$ cat src/rtl/syncbuf_xfer_ctl.sv
// ---------------------------------------------------------------------------
// syncbuf_xfer_ctl
//
// Source-domain controller for one shared quasi-static multi-bit crossing.
// Up to NREQ requesters compete round-robin for the bus. The winner's data is
// captured into xfer_data and held stable while a single toggle request
// crosses to the destination domain through a real synchronizer. The
// destination's toggle acknowledge returns through the SYNC_STAGES-deep
// synchronizer in this block. After the ack is seen, the bus stays held for
// GUARD_CYC more cycles so the destination's unsynchronized capture gates see
// quiet data. The granted requester then gets a one-cycle req_done pulse.
//
// Ports:
//   clk           only clock of the block
//   reset         synchronous, active-high
//   req_vld       per-requester request level
//   req_data      requester i data at bits [i*DW +: DW]
//   req_done      one-cycle completion pulse to the granted requester
//   xfer_data     held crossing bus towards the syncbuf_gates inputs
//   xfer_req_tgl  request toggle towards the destination synchronizer
//   xfer_ack_tgl  ack toggle from the destination domain (asynchronous)
//   grant_id      index of the current or last granted requester
//   busy          high whenever the FSM is not idle
//   err_ack       sticky: synchronized ack changed outside WAIT_ACK
// ---------------------------------------------------------------------------
module syncbuf_xfer_ctl #(
    parameter int NREQ        = 4,
    parameter int IDW         = 2,
    parameter int DW          = 32,
    parameter int SYNC_STAGES = 2,
    parameter int GUARD_CYC   = 2
) (
    input  logic                 clk,
    input  logic                 reset,
    input  logic [NREQ-1:0]      req_vld,
    input  logic [NREQ*DW-1:0]   req_data,
    output logic [NREQ-1:0]      req_done,
    output logic [DW-1:0]        xfer_data,
    output logic                 xfer_req_tgl,
    input  logic                 xfer_ack_tgl,
    output logic [IDW-1:0]       grant_id,
    output logic                 busy,
    output logic                 err_ack
);

    localparam int IW = (NREQ > 1) ? $clog2(NREQ) : 1;

    typedef enum logic [1:0] {
        IDLE,
        LOAD,
        WAIT_ACK,
        GUARD
    } state_e;

    state_e               state_q, state_d;
    logic [SYNC_STAGES-1:0] ackSync_q;
    logic                 ackDly_q;
    logic                 ackS;
    logic [DW-1:0]        xferData_q, xferData_d;
    logic                 reqTgl_q, reqTgl_d;
    logic [IDW-1:0]       grantId_q, grantId_d;
    logic [IDW-1:0]       lastGrant_q, lastGrant_d;
    logic [NREQ-1:0]      reqDone_q, reqDone_d;
    logic [3:0]           guardCnt_q, guardCnt_d;
    logic                 errAck_q, errAck_d;

    logic [DW-1:0]        reqWord [NREQ];
    logic                 winValid;
    logic [IDW-1:0]       winIdx;
    logic [DW-1:0]       winData;
    int                   scanPos;

    assign ackS = ackSync_q[SYNC_STAGES-1];

    // Split the flat request data bus into one word per requester so the
    // arbiter can pick a word with a small index instead of a wide shift.
    always_comb begin
        for (int i = 0; i < NREQ; i++) begin
            reqWord[i] = req_data[i*DW +: DW];
        end
    end

    // Round-robin pick: scan from the requester after the last winner,
    // wrapping modulo NREQ, and take the first one asserting req_vld.
    // The last winner is scanned last, which gives it the lowest priority.
    always_comb begin
        winValid = 1'b0;
        winIdx   = '0;
        winData  = '0;
        scanPos  = 0;
        for (int k = 1; k <= NREQ; k++) begin
            scanPos = int'(lastGrant_q) + k;
            if (scanPos >= NREQ) begin
                scanPos = scanPos - NREQ;
            end
            if (!winValid && req_vld[scanPos[IW-1:0]]) begin
                winValid = 1'b1;
                winIdx   = IDW'(scanPos);
                winData  = reqWord[scanPos[IW-1:0]];
            end
        end
    end

    // Ack synchronizer chain plus one extra flop for change detection.
    // The extra flop lets err_ack see any edge of the synchronized ack.
    always_ff @(posedge clk) begin
        if (reset) begin
            ackSync_q <= '0;
            ackDly_q  <= 1'b0;
        end else begin
            ackSync_q <= {ackSync_q[SYNC_STAGES-2:0], xfer_ack_tgl};
            ackDly_q  <= ackS;
        end
    end

    // Next-state logic. The bus only ever loads on leaving IDLE, so the
    // destination sees quasi-static data for the whole handshake and guard.
    // The ack is complete when the synchronized ack toggle has caught up
    // with our request toggle.
    always_comb begin
        state_d     = state_q;
        xferData_d  = xferData_q;
        reqTgl_d    = reqTgl_q;
        grantId_d   = grantId_q;
        lastGrant_d = lastGrant_q;
        reqDone_d   = '0;
        guardCnt_d  = guardCnt_q;
        errAck_d    = errAck_q;

        // An ack edge is only legal while waiting for it; the cycle that
        // leaves WAIT_ACK is still evaluated against the old state.
        if ((state_q != WAIT_ACK) && (ackS != ackDly_q)) begin
            errAck_d = 1'b1;
        end

        case (state_q)
            IDLE: begin
                if (winValid) begin
                    xferData_d  = winData;
                    grantId_d   = winIdx;
                    lastGrant_d = winIdx;
                    state_d     = LOAD;
                end
            end
            LOAD: begin
                reqTgl_d = ~reqTgl_q;
                state_d  = WAIT_ACK;
            end
            WAIT_ACK: begin
                if (ackS == reqTgl_q) begin
                    reqDone_d = NREQ'(1) << grantId_q;
                    if (GUARD_CYC == 0) begin
                        state_d = IDLE;
                    end else begin
                        state_d    = GUARD;
                        guardCnt_d = 4'(GUARD_CYC);
                    end
                end
            end
            GUARD: begin
                guardCnt_d = guardCnt_q - 4'd1;
                if (guardCnt_q <= 4'd1) begin
                    guardCnt_d = '0;
                    state_d    = IDLE;
                end
            end
            default: begin
                state_d = IDLE;
            end
        endcase
    end

    // State and datapath registers. last_grant starts at NREQ-1 so that
    // requester 0 is first in line after reset.
    always_ff @(posedge clk) begin
        if (reset) begin
            state_q     <= IDLE;
            xferData_q  <= '0;
            reqTgl_q    <= 1'b0;
            grantId_q   <= '0;
            lastGrant_q <= IDW'(NREQ - 1);
            reqDone_q   <= '0;
            guardCnt_q  <= '0;
            errAck_q    <= 1'b0;
        end else begin
            state_q     <= state_d;
            xferData_q  <= xferData_d;
            reqTgl_q    <= reqTgl_d;
            grantId_q   <= grantId_d;
            lastGrant_q <= lastGrant_d;
            reqDone_q   <= reqDone_d;
            guardCnt_q  <= guardCnt_d;
            errAck_q    <= errAck_d;
        end
    end

    assign req_done     = reqDone_q;
    assign xfer_data    = xferData_q;
    assign xfer_req_tgl = reqTgl_q;
    assign grant_id     = grantId_q;
    assign busy         = (state_q != IDLE);
    assign err_ack      = errAck_q;

endmodule

$ cat config.mk
export PLATFORM = sky130hd
export DESIGN_NAME = syncbuf_xfer_ctl
export DESIGN_NICKNAME = d
export VERILOG_FILES = /design/src/rtl/syncbuf_xfer_ctl.sv
export SDC_FILE = /design/constraint.sdc
export NUM_CORES = 1
export LEC_CHECK = 0
export CORE_MARGIN = 5
export CORE_UTILIZATION = 53
export CTS_CLUSTER_DIAMETER = 80
export CTS_CLUSTER_SIZE = 30
export DETAILED_ROUTE_END_ITERATION = 10
export HOLD_SLACK_MARGIN = 0.03
export PLACE_DENSITY = 0.95
export REMOVE_ABC_BUFFERS = 1
export SETUP_SLACK_MARGIN = 0.02
export SLEW_MARGIN = 5
export SYNTH_ARGS = -nofsm -noshare
export SYNTH_HDL_FRONTEND = slang
export SYNTH_SLANG_ARGS = --single-unit
$ cat constraint.sdc
create_clock -name clk -period 3.3 [get_ports clk]
set_input_delay 0.825 -clock clk [delete_from_list [all_inputs] [get_ports clk]]
set_output_delay 0.825 -clock clk [all_outputs]
set_load 0.01 [all_outputs]
== Yosys cells after proc, flatten, opt, wreduce, memory -nomap -nowiden ==
Cells that the tools add are included.
Operators by class
  add/sub/neg operators: 9
  order comparisons: 13
  equality and inequality tests: 9
  shifts and indexed selects: 1
  muxes and demuxes: 43
  bitwise gates (word level): 7
  reduce and logical (&&, ||, !) cells: 14
Operator list (number)
  $mux W32: 12
  $bmux W32 S2: 4
  $mux W2: 11
  $ge A3 B3 Y1 const B: 7
  $lt A2 B3 Y1 const B: 4
  $not A2 Y3: 4
  $bmux W1 S2: 4
  $mux W1: 8
  $mux W4: 2
  $ne A2 B2 Y1 const B: 4
  $pmux W2 S4: 1
  $pmux W4 S2: 1
  $sub A2 B1 Y2 const B: 4
  $add A2 B2 Y3 const B: 2
  $add A2 B3 Y4 const B: 1
  $eq A2 B2 Y1 const B: 2
  $ge A4 B3 Y1 const B: 1
  $le A4 B1 Y1 const B: 1
  $logic_and A1 B1 Y1: 4
  $reduce_and A2 Y1: 2
  $reduce_bool A2 Y1: 2
  $shl A1 B2 Y4 const A: 1
  $sub A4 B1 Y4 const B: 1
  $add A2 B1 Y3 const B: 1
  8 further kinds: 12
Storage, ports and cells
  register bits: 51
  output and inout bits: 41
  logic and storage cells: 106

== Depth between registers and ports, before layout ==
  depth after elaboration: 17
  depth in mapped cells: 9

== Worst setup path before layout ==
Ideal clock, no wire load.
  kind: input-to-reg
  start: input port req_vld[2]
  end: register xferData_q[10], in the netlist xfer_data[10]
  library setup time: 0.138 ns
  arrival time: 2.180 ns
  required time: 3.162 ns
  slack: 0.982 ns
  stages on the path: 8
  path buffers: 3
  cells stage by stage: buf_2 nor2_1 and3_1 or3_1 buf_4 buf_4 a221oi_1 nor3_1
Between the ends
  cells in the longest elaborated chain, start to end: 13
  elaborated cells between the ends (all ways): 23
  classes of those cells: mux: 16; reduce/logical: 7
Ends and longest elaborated chain
  start, declared: RTL line 35  | input logic [NREQ-1:0] req_vld,
  $bmux W1 S2: RTL line 96  | if (!winValid && req_vld[scanPos[IW-1:0]]) begin
  $mux W1 (not written as such): RTL line 96
  $mux W1: RTL line 96
  $logic_not A1 Y1: RTL line 96
  $logic_and A1 B1 Y1: RTL line 96
  $mux W1: RTL line 96
  $logic_not A1 Y1: RTL line 96
  $logic_and A1 B1 Y1: RTL line 96
  $mux W1: RTL line 96
  $logic_not A1 Y1: RTL line 96
  $logic_and A1 B1 Y1: RTL line 96
  $mux W1: RTL line 96
  $reduce_and A2 Y1 (no line)
  end signal, assigned: RTL line 187  | xferData_q <= xferData_d;
  end, declared: RTL line 59  | logic [DW-1:0] xferData_q, xferData_d;
Parallel ways exist; a longest one is shown, timed or not. The select of a mux whose other input is x is not followed.
A chain may end at the register's enable or synchronous reset.

== Worst setup path in the final report ==
  start: input port req_vld[3]
  end: register xferData_q[30], in the netlist xfer_data[30]
The elaborated chain is that of the path after synthesis.

==> impl_summary.log <==
INFO  metric pwr-share-comb = 75.4%
INFO  metric drive_gt1_share = 26.5%
INFO  metric mostFrequentLayoutCell = sky130_fd_sc_hd__clkdlybuf4s50_1
INFO  metric routed_length_on_met1 = 6.16 mm
INFO  metric antenna_cells_inserted = 0
INFO  metric ant_nets = 0
INFO  metric synth_enable_flop_cells = 0
INFO  metric hold-path-endpoint = ackSync_q[1]$_SDFF_PP0_
INFO  metric outcome = completed
INFO  metric timing.setup.critical_path_class = input pin to flop
INFO  metric synth-seq-cells = 51
INFO  metric start_util = 53.5%
INFO  metric post_dr_wirelength_cell = 21.1 um
INFO  metric rows = 39
INFO  metric initial_antenna_violation_count = 0
INFO  metric cp_cell_sequence = clkdlybuf4s50_1 > nor4b_1 > a31oi_1 > mux2i_4 > buf_16 > a221oi_1 > nor3_1
INFO  metric route.final.wire_length = 17.3 mm
INFO  metric cp_slowest_cell = sky130_fd_sc_hd__mux2i_4
INFO  metric first_global_vias = 5724
INFO  metric place_hpwl = 12.7 mm
INFO  metric die_x = 117 um
INFO  metric clkSlewWorstSetupHoldPaths = 80 ps
INFO  metric drc_errors = 0
INFO  metric power.sequential.fraction = 16.0%
INFO  metric pin_count = 176
INFO  metric yosysWarningCount = 0
INFO  metric total_leakage_power = 2.93 nW
INFO  metric design.die.area = 13700 sq um
INFO  metric clock_tree.htree_level_count = 2
INFO  metric report.final.slew_viol_count = 0
INFO  metric post-route-min-period = 3050 ps
INFO  metric uppermost_routed_layer = met4
INFO  metric min_path_type = flop to flop
INFO  metric final_cells = 823
INFO  metric regToRegSetupSlack = 890 ps
INFO  metric core_area = 11300 sq um
INFO  metric synthFlopType = sky130_fd_sc_hd__dfxtp_1
INFO  metric cp.required = 3500 ps
INFO  metric wl_met2 = 9.15 mm
INFO  metric leading_cell_types_in_the_layout_fill_and_taps_excluded = sky130_fd_sc_hd__clkdlybuf4s50_1, sky130_fd_sc_hd__mux4_2, sky130_fd_sc_hd__dfxtp_1, sky130_fd_sc_hd__nor2_1, sky130_fd_sc_hd__a21oi_1
INFO  metric grt_max_degree = 76
INFO  metric design_area = 8000 sq um
INFO  metric max_slew_margin = 29.3%
INFO  metric area_growth_syn_to_layout = 32.2%
INFO  metric cts_tree = yes
INFO  metric power.ir.vdd_worst = 0.568 mV
INFO  metric share_of_the_core_filled_with_cells = 70.7%
INFO  metric netSwitchingFraction = 42.7%
INFO  metric wl_met3 = 1.66 mm
INFO  metric grt_pass1_wl = 27.8 mm
INFO  metric totalNegativeSetupSlack = 0 ps
INFO  metric detail_route.vias_per_cell = 6.89
INFO  metric finalNetCount = 820
INFO  metric power.density = 796 nW/um^2
INFO  metric num_vias = 5671
INFO  metric port-buffer-count = 175
INFO  metric grt.total_usage = 25.0%
INFO  metric final_hold_viol_count = 0
INFO  metric critical_path.max_fanout = 22
INFO  metric hold_path.startpoint = ackSync_q[0]$_SDFF_PP0_
INFO  metric worstPathBufferInverterCount = 2
INFO  metric setup_viol = 0
INFO  metric ctsRootBufferMaster = sky130_fd_sc_hd__clkbuf_16
INFO  metric postSynthCellCount = 540
INFO  metric cts_made_buffers = 5
INFO  metric finalCritPeriodShare = 92.4%
INFO  metric setup.worst_path.start_class = input pin
INFO  metric seq_area_frac_synth = 16.9%
INFO  metric clock_power_share = 8.6%
INFO  metric cts.sink_count = 51
INFO  metric syn-cell-area = 6050 sq um
INFO  metric globalRoute.totalOverflow = 0
INFO  metric cp.arrival = 3250 ps
INFO  metric cpPeakStageDelay = 590 ps
INFO  metric gp_routability_congestion = 0.778
INFO  metric detailed_place.area = 7830 sq um
INFO  metric worst-slew-pin-transition = 1060 ps
INFO  metric setup.worst_path.end_class = flop
INFO  metric timing.hold.worst_path_depth = 1
INFO  metric syn_area_per_cell = 11.2 sq um
INFO  metric placedCellCount = 814
INFO  metric p_switching = 0.00272 W
INFO  metric reg2reg_depth = 5
INFO  metric timing.max_cap.violations = 0
INFO  metric r2r_start = lastGrant_q[0]$_SDFFE_PP1P_
INFO  metric setup.worst_path.start = req_vld[3]
INFO  metric worst_path_dominant_cell_family = buffers and inverters
INFO  metric detail_route.first_pass.iterations = 5
INFO  metric starting_drt_drc_count = 654
INFO  metric synth_async_sr_flop_share = 0%
INFO  metric cts_max_path_buffers = 2
INFO  metric achievable-frequency = 328 MHz
INFO  metric worst_skew_pair.late_latency = 300 ps
INFO  metric cell_internal_pwr = 0.00365 W
INFO  metric synth.lib_cells_used.distinct = 47
INFO  metric clock_skew = 11.4 ps
INFO  metric terminus_of_the_critical_flop_to_flop_path = xfer_data[18]$_SDFFE_PP0P_
INFO  metric grt_setup_unrepaired = false
INFO  metric postcts_setup_bufs = 0
INFO  metric holdWs = 475 ps
INFO  metric dieHeight = 117 um
## worst max path at each step
stage,endpoint,slack (ps),cells after the start
detailed placement,xfer_data[30]$_SDFFE_PP0P_,-330,6
finish,xfer_data[30]$_SDFFE_PP0P_,250,7
global placement,xfer_data[23]$_SDFFE_PP0P_,0.7,6
CTS,xfer_data[30]$_SDFFE_PP0P_,2,6
floorplan,xfer_data[0]$_SDFFE_PP0P_,-3830,4
global route,xfer_data[30]$_SDFFE_PP0P_,160,7
## per-stage QoR
stage                     setup slack [ps]  power [W]
after floorplan                      -3830    0.00483
after global placement               0.651    0.00555
after detailed placement              -330    0.00580
after CTS                             1.59    0.00636
after global routing                   160    0.00685
final                                  251    0.00637
## synthesized netlist by cell type, types with 2 or more instances
cell | instances | share of area, %
sky130_fd_sc_hd__a221oi_1 | 23 | 3.3
sky130_fd_sc_hd__nor4_1 | 3 | 0.31
sky130_fd_sc_hd__buf_4 | 13 | 1.6
sky130_fd_sc_hd__nor3_2 | 10 | 1.7
sky130_fd_sc_hd__nand3b_1 | 4 | 0.50
sky130_fd_sc_hd__a211oi_1 | 3 | 0.37
sky130_fd_sc_hd__o21ai_1 | 29 | 2.4
sky130_fd_sc_hd__o22ai_1 | 2 | 0.21
sky130_fd_sc_hd__inv_1 | 36 | 2.2
sky130_fd_sc_hd__nor2_1 | 47 | 2.9
sky130_fd_sc_hd__nand3_1 | 3 | 0.25
sky130_fd_sc_hd__xnor2_1 | 4 | 0.58
sky130_fd_sc_hd__nand2_1 | 11 | 0.68
sky130_fd_sc_hd__mux4_2 | 126 | 47
sky130_fd_sc_hd__a31oi_1 | 2 | 0.21
sky130_fd_sc_hd__buf_1 | 2 | 0.12
sky130_fd_sc_hd__o21ai_0 | 4 | 0.33
sky130_fd_sc_hd__or3_1 | 3 | 0.31
sky130_fd_sc_hd__mux2_2 | 3 | 0.56
sky130_fd_sc_hd__nand2b_1 | 9 | 0.93
sky130_fd_sc_hd__ha_1 | 6 | 1.2
sky130_fd_sc_hd__buf_6 | 4 | 0.74
sky130_fd_sc_hd__a21oi_1 | 39 | 3.2
sky130_fd_sc_hd__dfxtp_1 | 51 | 17
sky130_fd_sc_hd__clkbuf_1 | 14 | 0.87
sky130_fd_sc_hd__nor3b_1 | 2 | 0.25
sky130_fd_sc_hd__a221oi_2 | 10 | 2.5
sky130_fd_sc_hd__buf_2 | 26 | 2.1
sky130_fd_sc_hd__nor3_1 | 28 | 2.3
sky130_fd_sc_hd__and3_1 | 2 | 0.21
sky130_fd_sc_hd__mux2i_1 | 3 | 0.50
sky130_fd_sc_hd__nor2b_1 | 3 | 0.31
## per-layer routing
layer	GRT usage (%)	vias to the layer above
li1	-	2475
met1	31.5	2790
met2	44.1	365
met3	5.30	41
met4	6.19	0
met5	0	-
## flip-flops by register name, indices dropped and copies added, names as in the netlist
name          count
lastGrant_q       2
ackSync_q         2
xfer_data        32
grant_id          2
xfer_req_tgl      1
state_q           2
req_done          4
err_ack           1
guardCnt_q        4
ackDly_q          1
## power groups by stage
stage,sequential [W],clock [W],combinational [W]
2_1_floorplan,0.00161,0,0.00321
3_3_place_gp,0.00102,0,0.00453
3_5_place_dp,0.00102,0,0.00478
4_1_cts,0.00101,0.000559,0.00479
5_1_grt,0.00104,0.000577,0.00523
6_report,0.00102,0.000551,0.00481
## area by class of cell
type	count	area, sq um
multi-input cells	393	4570
fillers	768	3320
repair buffers	191	1940
flip-flops and latches	51	1030
well taps	143	179
inverters	37	139
clock buffers	5	125
clock inverters	3	26.3
## worst register-to-register path: cells and delay by family, from the launching register on
kind / cells / cell delay [ps]
and+or+nand+nor: 1 / 90
DFF: 1 / 420
buffers and inverters: 1 / 400
muxes: 1 / 900
AOI/OAI and AO/OA: 2 / 450
## logic make-up after synthesis
logic type / after synthesis / synth area share, %
simple gates: 129 / 11.1
compound gates: 120 / 14.0
xor+xnor: 5 / 0.723
mux: 133 / 48.3
buf+inv: 96 / 7.79
flops: 51 / 16.9
fa+ha+maj: 6 / 1.24
## repair_timing
action	4_1_cts	5_1_grt
setup endpoints to repair	1	0
resized for setup	0	0
hold buffers	0	0
(Power assumes the default switching activity.)
==> variant 1, RTL diff (same settings) <==
`DW`: 32 -> 64.
--- a/src/rtl/syncbuf_xfer_ctl.sv
+++ b/src/rtl/syncbuf_xfer_ctl.sv
@@ -28,3 +28,3 @@
     parameter int IDW         = 2,
-    parameter int DW          = 32,
+    parameter int DW          = 64,
     parameter int SYNC_STAGES = 2,
Ports: changed (resized req_data and xfer_data); port bits go from 176 to 336. No check against the original RTL was run, so the function may have changed too.
==> variant 1 against the original RTL <==
- synthesized area increased by 74%
- register-to-register slack got worse by 230 ps
- power increased by 94%
- wire length increased by 110%
- core utilization increased by 2.3 points
- non-clock buffer count increased by 172
- fmax increased by 7.1%
- setup slack improved by 200 ps
- via count increased by 110%
- die area increased by 67%
- sequential cell count increased by 32
- design area increased by 78%
- critical path type unchanged
- critical endpoint is now xfer_data[11]
- largest cell class unchanged
==> variant 1: results (changes against the original RTL) <==
metric	value	unit	change
drt-pass1-iter-count	5		unchanged
synth-compound-area-share	39.6	%	+26 points
rrSetupSlack	660	ps	-230 ps
drt_iter0_drc	856		+31%
arrival	3030	ps	-220 ps
max_slew_margin	29.6	%	+0.29 points
synthDistinctLibCells	46		-2.1%
port_buffers	335		+91%
detail_route.wl_per_cell	19.8	um	-5.9%
cts_resized	0		unchanged
p_seq	2020	uW	+98%
clk_pin_slew	70	ps	
layout.nets	1859		+130%
cpPeakStageDelay	720	ps	+130 ps
ir_worst_vdd	0.000517	V	-9.0%
largest_reg_flops	64		+100%
cts_root_buffer	clkbuf_16		
drive_above_1_share	12.2	%	-14 points
clk_latency	340	ps	+40 ps
clockBufferDepth	2		unchanged
crit_slowest_cell	clkdlybuf4s50_1		
synth_area_leaders	dfxtp_1, mux2_2, a211oi_1		
p_leak	0.00503	uW	+72%
synthMuxAreaShare	20.2	%	-28 points
ys_seq_area_share	15.7	%	-1.1 points
vias_per_cell	6.54		-5.1%
synth_adder_area_share	0.711	%	-0.53 points
grt_first_pass_wirelength	58000	um	+110%
cts-buffers-inserted	9		+4
hpwl	26200	um	+110%
num-fill-cells	1462		+90%
grt.total_usage	30.9	%	+5.9 points
ys_warn_count	0		unchanged
status	finished clean		
netlist_top_cells_count	nor2_1, nand2_1, mux2_2, a211oi_1, dfxtp_1		
clk-power	1220	uW	+120%
grt_pass1_vias	11800		+110%
switchingPower	5930	uW	+120%
async_flop_share	0	%	unchanged
path_max_fanout	29		+32%
finClkSkew	5.60	ps	-5.80 ps
post-cts-setup-buffer-count	0		unchanged
synth_xor_area_share	0.249	%	-0.47 points
dp_slack	177	ps	+507 ps
antenna_found_initial	1		+1
htree_levels	3		+1
hp-class	register to register		
gp_congestion	0.888		+14%
finalCritPeriodShare	86.3	%	-6.1 points
grt_max_degree	151		+99%
-- variant 1: logic make-up (layout without fill, tap and decap cells) --
family | count (synthesis) | count (layout)
other | 0 | 3
and+or+nand+nor | 379 | 379
muxes | 197 | 197
AOI/OAI and AO/OA | 540 | 540
buffers and inverters | 172 | 387
adders and majority gates | 6 | 6
xor gates and xnor gates | 3 | 3
DFF | 83 | 83
-- variant 1: final timing paths --
check / startpoint / cells after the start / endpoint
max: req_vld[0] / 7 / xfer_data[11]
min: ackSync_q[0] / 1 / ackSync_q[1]
max reg2reg: lastGrant_q[1] / 6 / xfer_data[56]
min reg2reg: ackSync_q[0] / 1 / ackSync_q[1]
-- variant 1: metal layers --
metal	global-route usage [%]	up-vias	part of all wire, %
li1	-	5758	-
met3	7.12	141	10
met2	52.1	674	47
met1	36.0	5607	38
met4	17.5	0	5.5
met5	0	-	0
-- variant 1: metrics by stage --
| step | total power [uW] | hold WS [ps] | util (%) | cell area, um2 | cells |
|---|---|---|---|---|---|
| floorplan | 6240 | 414 | - | 9790 | 1216 |
| global placement | 10700 | 442 | 71.2 | 13900 | 1844 |
| detailed placement | 11000 | 435 | 71.2 | 13900 | 1844 |
| CTS | 12300 | 456 | 73.0 | 14200 | 1860 |
| global route | 13300 | 462 | 73.0 | 14200 | 1861 |
| finish | 12400 | 450 | 73.0 | 14300 | 1863 |
-- variant 1: layout make-up --
class	count	area share (%)
repair buffers	363	26.1
clock buffers	9	1.58
diodes	3	0.0527
inverters	8	0.263
multi-input cells	1125	57.1
well taps	265	2.33
flip-flops and latches	83	11.7
clock inverters	7	0.869
-- variant 1: critical path: cells and delay by family --
kind	cells	cell delay (ps)
AND/OR/NAND/NOR	1	180
AO/OA/AOI/OAI	4	1090
buffers and inverters	2	920
==> variant 2, RTL diff (same flow settings) <==
Without the edit above. Re-encode `state_e` (4 states) as one-hot, 4 bits wide.
--- a/src/rtl/syncbuf_xfer_ctl.sv
+++ b/src/rtl/syncbuf_xfer_ctl.sv
@@ -47,7 +47,7 @@
 
-    typedef enum logic [1:0] {
-        IDLE,
-        LOAD,
-        WAIT_ACK,
-        GUARD
+    typedef enum logic [3:0] {
+        IDLE     = 4'b0001,
+        LOAD     = 4'b0010,
+        WAIT_ACK = 4'b0100,
+        GUARD    = 4'b1000
     } state_e;
Function: no difference found for any inputs over 4 cycles, from zero or initial values and one cycle with reset high; so few cycles prove little.
==> variant 2 against the original RTL <==
- sequential cell count up 2
- clock skew down 5.6 ps
- count of clock-buffer cells in the layout up 1
- design area down 0.36%
- power down 35%
- synthesized area up 0.10%
- critical path type unchanged
- die area about the same
- wire length down 0.58%
- setup slack better by 370 ps
- global-route usage down 0.62 points
==> variant 2: results (changes against the original RTL) <==
metric	value	unit	change
inverters	38		+2.7%
layout.nets	1068		+30%
finClkSkew	5.79	ps	-5.61 ps
p_comb	2590	uW	-46%
clock-sinks	53		+3.9%
detail_route.wirelength	17200	um	-0.58%
placed_area	7810	um2	-0.16%
clk_latency	290	ps	
post-cts-setup-buffer-count	0		unchanged
path_max_fanout	32		+45%
grt.total_usage	24.4	%	-0.62 points
p_leak	0.00342	uW	+17%
htree_levels	2		unchanged
grt_pass1_vias	6035		+5.4%
antenna_found_initial	0		unchanged
ys_seq_area_share	17.5	%	+0.64 points
grt_first_pass_wirelength	27700	um	-0.20%
drt-pass1-iter-count	7		+2
synth-compound-area-share	16.9	%	+2.9 points
vias	6437		+14%
cpPeakStageDelay	700	ps	+110 ps
synth_xor_area_share	0.434	%	-0.29 points
cpLargestDelayFamily	multiplexers		
multi_input_cells	647		+65%
clock_area_share	2.04	%	+0.15 points
nWellTaps	143		unchanged
synth_area_leaders	dfxtp_1, mux2i_1, mux2_2		
drt_iter0_drc	391		-40%
multi_input_area_share	56.8	%	-0.28 points
fmax	373	MHz	+14%
netlist_top_cells_count	mux2i_1, nand2_1, mux2_2, o21ai_0, dfxtp_1		
combPwrFrac	62.1	%	-13 points
drive_above_1_share	10.2	%	-16 points
clkbuf_count	6		+1
num-fill-cells	928		+21%
critPathBufInv	1		-1
synthMuxAreaShare	28.4	%	-20 points
status	finished clean		
p_sw_share	40.6	%	-2.1 points
worstMarginPinSlew	930	ps	-131 ps
gp_congestion	0.857		+10%
clk-power	590	uW	+7.1%
crit_slowest_cell	mux2_2		
regArea	1070	um2	+3.9%
ir_worst_vdd	0.000438	V	-23%
cts-buffers-inserted	5		unchanged
synthDistinctLibCells	48		+2.1%
dp_slack	352	ps	+682 ps
rrSetupSlack	1060	ps	+170 ps
drv_slew	0		unchanged
synth_adder_area_share	0.413	%	-0.83 points
nonClkBufAreaFrac	23.7	%	-0.48 points
clk_pin_slew	70	ps	
arrival	2850	ps	-400 ps
grt_max_degree	88		+16%
clockBufferDepth	2		unchanged
hpwl	12400	um	-2.4%
design_area	7980	um2	-0.36%
n_all_buffers	186		-2.6%
variant 2: per-stage QoR:
stage	hold slack (ps)	std cells	setup TNS [ps]
floorplan	414	738	-109080
global placement	427	1067	0
detailed placement	441	1067	0
CTS	456	1075	0
global route	461	1075	0
finish	447	1075	0
variant 2: per-layer routing:
metal / vias to the layer above / part of all wire, % / track usage, %
met3: 31 / 8.1 / 5.09
met1: 2973 / 40 / 28.9
met2: 236 / 50 / 44.9
met5: - / 0 / 0
met4: 0 / 1.9 / 5.89
li1: 3197 / - / -
variant 2: path summary, 6_finish.rpt:
kind                  start      endpoint  depth (start not counted)
min            ackSync_q[0]  ackSync_q[1]                          1
max reg2reg  lastGrant_q[0]  xfer_data[9]                          5
max              req_vld[3]  xfer_data[8]                          6
min reg2reg    ackSync_q[0]  ackSync_q[1]                          1
